<file path="config.mk">
export PLATFORM = sky130hd
export DESIGN_NAME = imem_loader
export DESIGN_NICKNAME = d
export VERILOG_FILES = /design/src/rtl/imem_loader.sv
export SDC_FILE = /design/constraint.sdc
export NUM_CORES = 1
export LEC_CHECK = 0
export CAP_MARGIN = 30
export CORE_MARGIN = 2
export CORE_UTILIZATION = 40
export DETAILED_ROUTE_END_ITERATION = 6
export PLACE_DENSITY = 0.66
export SLEW_MARGIN = 20
export SYNTH_ARGS = -nofsm -noshare
export SYNTH_HDL_FRONTEND = slang
export SYNTH_SLANG_ARGS = --single-unit
</file>
<file path="constraint.sdc">
create_clock -name clk -period 5.25 [get_ports clk]
set_input_delay 1.05 -clock clk [delete_from_list [all_inputs] [get_ports clk]]
set_output_delay 1.05 -clock clk [all_outputs]
set_load 0.02 [all_outputs]
</file>
<file path="src/rtl/imem_loader.sv">
// Instruction-memory loader.
// Collects a big-endian byte stream into 32-bit words and writes them one at a
// time into instruction memory, starting at word 0. The CPU is held in reset
// until a complete image has been written.
module imem_loader #(
    parameter int unsigned ADDR_W    = 13,
    parameter int unsigned MAX_WORDS = 2 ** ADDR_W
) (
    input  logic              clk,
    input  logic              reset_n,
    input  logic              start,
    input  logic [ADDR_W:0]   length_words,
    input  logic              s_valid,
    input  logic [7:0]        s_data,
    output logic              s_ready,
    output logic              imem_we,
    output logic [31:0]       imem_waddr,
    output logic [31:0]       imem_wdata,
    output logic              busy,
    output logic              done,
    output logic              err,
    output logic              cpu_hold
);

    localparam logic [ADDR_W:0] LP_MAX = (ADDR_W + 1)'(MAX_WORDS);
    localparam int unsigned     LP_PAD = 32 - ADDR_W - 2;

    typedef enum logic [1:0] {
        S_IDLE  = 2'd0,
        S_RECV  = 2'd1,
        S_WRITE = 2'd2,
        S_DONE  = 2'd3
    } state_t;

    state_t            r_state;
    logic [1:0]        r_byte_cnt;
    logic [ADDR_W:0]   r_word_cnt;
    logic [ADDR_W:0]   r_len;
    logic              r_we;
    logic [31:0]       r_waddr;
    logic [31:0]       r_wdata;
    logic              r_busy;
    logic              r_done;
    logic              r_err;
    logic              r_hold;

    state_t            w_state;
    logic [1:0]        w_byte_cnt;
    logic [ADDR_W:0]   w_word_cnt;
    logic [ADDR_W:0]   w_word_inc;
    logic [ADDR_W:0]   w_len;
    logic              w_we;
    logic [31:0]       w_waddr;
    logic [31:0]       w_wdata;
    logic              w_busy;
    logic              w_done;
    logic              w_err;
    logic              w_hold;
    logic              w_ready;
    logic              w_len_bad;

    // s_ready depends only on the state register, never on inputs.
    assign w_ready    = (r_state == S_RECV);
    assign w_len_bad  = (length_words == '0) || (length_words > LP_MAX);
    assign w_word_inc = r_word_cnt + 1'b1;

    assign s_ready    = w_ready;
    assign imem_we    = r_we;
    assign imem_waddr = r_waddr;
    assign imem_wdata = r_wdata;
    assign busy       = r_busy;
    assign done       = r_done;
    assign err        = r_err;
    assign cpu_hold   = r_hold;

    // State and registered-output update; reset discards any partial word.
    always_ff @(posedge clk or negedge reset_n) begin
        if (!reset_n) begin
            r_state    <= S_IDLE;
            r_byte_cnt <= '0;
            r_word_cnt <= '0;
            r_len      <= '0;
            r_we       <= 1'b0;
            r_waddr    <= '0;
            r_wdata    <= '0;
            r_busy     <= 1'b0;
            r_done     <= 1'b0;
            r_err      <= 1'b0;
            r_hold     <= 1'b1;
        end else begin
            r_state    <= w_state;
            r_byte_cnt <= w_byte_cnt;
            r_word_cnt <= w_word_cnt;
            r_len      <= w_len;
            r_we       <= w_we;
            r_waddr    <= w_waddr;
            r_wdata    <= w_wdata;
            r_busy     <= w_busy;
            r_done     <= w_done;
            r_err      <= w_err;
            r_hold     <= w_hold;
        end
    end

    // Next-state and next-output decode; outputs are computed one cycle ahead
    // so that every output except s_ready comes straight from a flop.
    always_comb begin
        w_state    = r_state;
        w_byte_cnt = r_byte_cnt;
        w_word_cnt = r_word_cnt;
        w_len      = r_len;
        w_we       = 1'b0;
        w_waddr    = r_waddr;
        w_wdata    = r_wdata;
        w_busy     = r_busy;
        w_done     = r_done;
        w_err      = r_err;
        w_hold     = r_hold;

        case (r_state)
            S_IDLE, S_DONE: begin
                if (start) begin
                    if (w_len_bad) begin
                        w_state = S_IDLE;
                        w_err   = 1'b1;
                        w_done  = 1'b0;
                        w_busy  = 1'b0;
                        w_hold  = 1'b1;
                    end else begin
                        w_state    = S_RECV;
                        w_len      = length_words;
                        w_err      = 1'b0;
                        w_done     = 1'b0;
                        w_busy     = 1'b1;
                        w_hold     = 1'b1;
                        w_byte_cnt = '0;
                        w_word_cnt = '0;
                    end
                end
            end
            S_RECV: begin
                if (s_valid && w_ready) begin
                    w_wdata    = {r_wdata[23:0], s_data};
                    w_byte_cnt = r_byte_cnt + 2'd1;
                    if (r_byte_cnt == 2'd3) begin
                        w_state = S_WRITE;
                        w_we    = 1'b1;
                        w_waddr = {{LP_PAD{1'b0}}, r_word_cnt[ADDR_W-1:0], 2'b00};
                    end
                end
            end
            S_WRITE: begin
                w_word_cnt = w_word_inc;
                if (w_word_inc == r_len) begin
                    w_state = S_DONE;
                    w_done  = 1'b1;
                    w_busy  = 1'b0;
                    w_hold  = 1'b0;
                end else begin
                    w_state = S_RECV;
                end
            end
            default: begin
                w_state = S_IDLE;
            end
        endcase
    end

endmodule
</file>
== Yosys cells after proc, flatten, opt, wreduce, memory -nomap -nowiden ==
Cells that the tools add are included.
Storage, ports and cells
  bits in registers: 82
  output and inout bits: 70
  word-level logic and storage cells: 66
Operators by class
  bitwise logic cells: 1
  equal/unequal tests: 10
  mux-type cells: 26
  $lt $le $gt $ge: 1
  add/subtract/negate cells: 2
  reduce and logical (&&, ||, !) cells: 15
Operators with widths (number)
  two-way mux 14 bit: 2
  one-hot mux 14 bit (2 select lines): 1
  AND reduction 3 bit: 5
  adder 14 x 1 -> 14 bit (second input constant): 1
  equality test 14 bit: 1
  greater-than comparator 14 bit (second input constant): 1
  zero test 14 bit: 1
  two-way mux 2 bit: 7
  two-way mux 1 bit: 11
  equality test 2 bit (second input constant): 3
  inequality test 2 bit (second input constant): 3
  one-hot mux 1 bit (2 select lines): 3
  one-hot mux 2 bit (3 select lines): 1
  inequality test 2 x 1 -> 1 bit (second input constant): 2
  one-hot mux 2 bit (2 select lines): 1
  AND reduction 2 bit: 2
  AND reduction 4 bit: 1
  nonzero test 2 bit: 2
  adder 2 x 1 -> 2 bit (second input constant): 1
  equality test 2 x 1 -> 1 bit (second input constant): 1
  zero test 2 bit: 1
  OR reduction 2 bit: 1
  logical AND 1 bit: 1
  logical OR 1 bit: 1
  inverter 1 bit: 1

== Longest topological paths before layout ==
  depth in word-level cells: 5
  mapped depth: 8
  depth with buffers taken out: 7

== Least setup slack after synthesis ==
No wires, ideal clock.
  path kind: input to register
  start point: input length_words[1]
  end point: register r_word_cnt[4]
  path buffers: 1
  data arrival time: 2.677 ns
  slack: 2.504 ns
  stages: 7
  path through: nor4_1 nand4_1 xor2_1 a31oi_1 buf_4 or4b_1 nand3_1
On the way
  word-level cells in the longest chain between the ends: 4
RTL lines
  from (decl): RTL line 12  | input logic [ADDR_W:0] length_words,
  greater-than comparator 14 bit / zero test 14 bit (equally long branches): RTL line 64  | assign w_len_bad = (length_words == '0) || (length_words > LP_MAX);
  logical OR 1 bit (*): RTL line 64
  inequality test 2 bit (no source line) (*)
  AND reduction 3 bit (no source line) (*)
  to (signal assigned): RTL line 93  | r_word_cnt <= w_word_cnt;
  to (decl): RTL line 37  | logic [ADDR_W:0] r_word_cnt;
Every way passes the cells marked *; elsewhere a longest branch is shown, timed or not.
A chain may end at the register's enable or synchronous reset.

== Final worst setup path ==
  start point: input length_words[1]
  end point: register r_len[12]
On the way
  word-level cells in the longest chain between the ends: 4
RTL lines
  greater-than comparator 14 bit / zero test 14 bit (equally long branches): RTL line 64
  logical OR 1 bit (*): RTL line 64
  inverter 1 bit (no source line) (*)
  AND reduction 3 bit (no source line) (*)
  to (signal assigned): RTL line 94  | r_len <= w_len;
  to (decl): RTL line 38  | logic [ADDR_W:0] r_len;
Marked as above.

==> flow_metrics.env <==
export IMPL_final_nets=468
export IMPL_dp_slack_ns=1.49
export IMPL_worstMarginPinSlew_ns=0.828
export IMPL_crit_required_ns=5.48
export IMPL_initial_core_util_pct=40.7
export IMPL_hold_path_class="register to register"
export IMPL_cts_buffers=9
export IMPL_grt_pass1_wl_um=14700
export IMPL_hold_violations=0
export IMPL_maxCapViolCount=0
export IMPL_grt_antenna_before_repair=0
export IMPL_postSynthCellCount=370
export IMPL_vias=3000
export IMPL_reg2reg_depth=7
export IMPL_worst_ep_arrival_time_ns=3.64
export IMPL_max_freq_mhz=294
export IMPL_htree_levels=3
export IMPL_path_max_fanout=14
export IMPL_numPortBuffers=76
export IMPL_synth_cell_type_count=59
export IMPL_syn_mean_instance_area_um2=11.3
export IMPL_synth_warnings=0
export IMPL_synth_area_leaders="dfrtp_1 (49%), mux2_2 (16%), buf_4 (4.5%), o21ai_0 (2.9%), nand2_1 (2.6%)"
export IMPL_ant_nets=0
export IMPL_synth_commonest_cells="dfrtp_1 (81), mux2_2 (58), nand2_1 (29), buf_4 (25), o21ai_0 (24)"
export IMPL_clock_skew_ns=0.00869
export IMPL_grt_max_degree=52
export IMPL_reg2reg_from="r_word_cnt[0]"
export IMPL_power_density_nw_per_um2=485
export IMPL_dr_pass1_iters=4
export IMPL_first_iter_violations=134
export IMPL_r2r_slack_ns=2.72
export IMPL_rows=37
export IMPL_routed_wl_um=8730
export IMPL_worst_slack_ns=1.85
export IMPL_cts_sinks=82
export IMPL_clk_latency_ns=0.35
export IMPL_clockRootBuffer="clkbuf_8"
export IMPL_grt_pass1_vias=2907
export IMPL_period_share_pct=64.9
export IMPL_post_cts_buffers=0
export IMPL_outcome="finished, final reports clean"
export IMPL_synth_top_cell_area_share_pct=48.6
export IMPL_finalSetupTns_ns=0
export IMPL_cts_tree="yes"
export IMPL_timing_critical_path_to="r_len[12]"
export IMPL_drc_errors=0
export IMPL_r2r_end="busy"
export IMPL_synth_area_um2=4170
export IMPL_ir_drop_mv=0.369
export IMPL_async_flop_share_pct=100
export IMPL_grt_overflow_total=0
export IMPL_slew_headroom_pct=44.7
export IMPL_path_clk_slew_ns=0.09
export IMPL_start_kind="input pin"
export IMPL_syn2layout_area_growth_pct=23.2
export IMPL_diodes=0
export IMPL_hpwl_um=6320
export IMPL_yosysSeqAreaShare_pct=49.3
export IMPL_finalPower_uw=2490
export IMPL_post_cts_resized=0
export IMPL_synth_seq_cells=82
export IMPL_critPathKind="input pin to register"
export IMPL_clk_path_buf_depth=2
export IMPL_crit_path_end_kind="register"
export IMPL_slew_viol_final=0
export IMPL_fp_dieW_um=106
export IMPL_place_congestion=0.866
export IMPL_yosysMostFrequentCell="dfrtp_1"
export IMPL_p_leak_uw=0.00224
export IMPL_coreArea_um2=10200
export IMPL_grt_usage_pct=16.2
export IMPL_synth_area_leader_cell="dfrtp_1"
export IMPL_wl_per_cell_um=15.1
export IMPL_synth_edf_count=0
export IMPL_drive_above_1_share_pct=19.6
export IMPL_die_area_um2=11300
export IMPL_setup_viol=0
export IMPL_synth_flop_cell="dfrtp_1"
export IMPL_rsz0062_at_grt="no"
export IMPL_fp_dieH_um=106
export IMPL_routed_via_density=5.18
export IMPL_post_route_min_period_ns=3.40
export IMPL_cts_hold_fix_buffers=0
export IMPL_cp_startpoint="length_words[1]"
export IMPL_ios=96
through the flow:
step | hold WS [ns] | instance area, um2 | std cells | util (%)
6_report | 0.489 | 5140 | 579 | 50.2
5_1_grt | 0.529 | 5140 | 579 | 50.2
4_1_cts | 0.498 | 5140 | 579 | 50.2
3_5_place_dp | 0.476 | 4930 | 563 | 48.2
3_3_place_gp | 0.468 | 4900 | 562 | 47.9
2_1_floorplan | 0.499 | 4240 | 388 | -
power by group:
group	internal (uW)	total, uW	switching (uW)	leakage [uW]
sequential	832	993	162	0.00104
clock	230	481	251	0.000108
combinational	524	1020	494	0.00109
worst min-delay path by stage:
stage                         startpoint              to  slack, ns  depth (start not counted)
after detailed placement  imem_waddr[11]  imem_waddr[11]       0.48                          2
after CTS                 imem_waddr[11]  imem_waddr[11]       0.50                          2
after global placement    imem_waddr[10]  imem_waddr[10]       0.47                          2
after floorplan           r_word_cnt[13]  r_word_cnt[13]       0.50                          2
after global routing      imem_wdata[27]  imem_wdata[27]       0.53                          1
final                     imem_waddr[11]  imem_waddr[11]       0.49                          2
registers in the layout (all words and copies together) (netlist names):
signal      cells
imem_waddr     13
imem_we         1
imem_wdata     32
done            1
r_len          14
busy            1
err             1
cpu_hold        1
r_state         2
r_byte_cnt      2
r_word_cnt     14
cell families (layout without fill, tap and decap cells):
kind of cell,after synthesis,count (layout),share of synthesized area [%]
and+or+nand+nor,98,98,13.6
AOI/OAI and AO/OA,63,63,9.37
adders and majority gates,4,4,1.20
DFF,82,82,49.3
xor gates and xnor gates,13,13,2.73
muxes,60,60,16.3
buffers and inverters,49,104,7.48
other,1,19,0.0900
metal layers:
metal | part of all wire (%) | vias up | track usage (%)
met2 | 48 | 103 | 25.6
li1 | - | 1418 | -
met1 | 43 | 1471 | 21.3
met3 | 8.1 | 8 | 4.97
met5 | 0 | - | 0
met4 | 1.0 | 0 | 5.64
critical path: stages:
cell and delay [ns]:
clkdlybuf4s50_1 0.42, nor4_1 0.44, nand4_1 0.33, xor2_1 0.40, nand3_1 0.53, mux2_2 0.45
cell usage in the layout, fill, tap and decap left out, types with 3 or more instances in the layout:
cell type,instances
dfrtp_1,81
clkdlybuf4s50_1,75
mux2_2,58
nand2_1,29
o21ai_0,24
conb_1,19
nand3_1,18
a21oi_1,13
xor2_1,12
nor2_1,10
inv_1,9
clkbuf_8,9
nor2b_1,6
nor4_1,5
nand4_1,5
a31oi_1,4
ha_1,4
or4b_1,3
a22o_1,3
buf_4,3
final cells by class:
cell class,count,area [um2]
Clock buffer,9,124
Clock inverter,7,83.8
Fill cell,933,5090
Inverter,9,33.8
Multi-Input combinational cell,257,1870
Sequential cell,82,2050
Tap cell,136,170
Timing Repair Buffer,79,801
No activity file was read; power rests on OpenSTA's default activity.
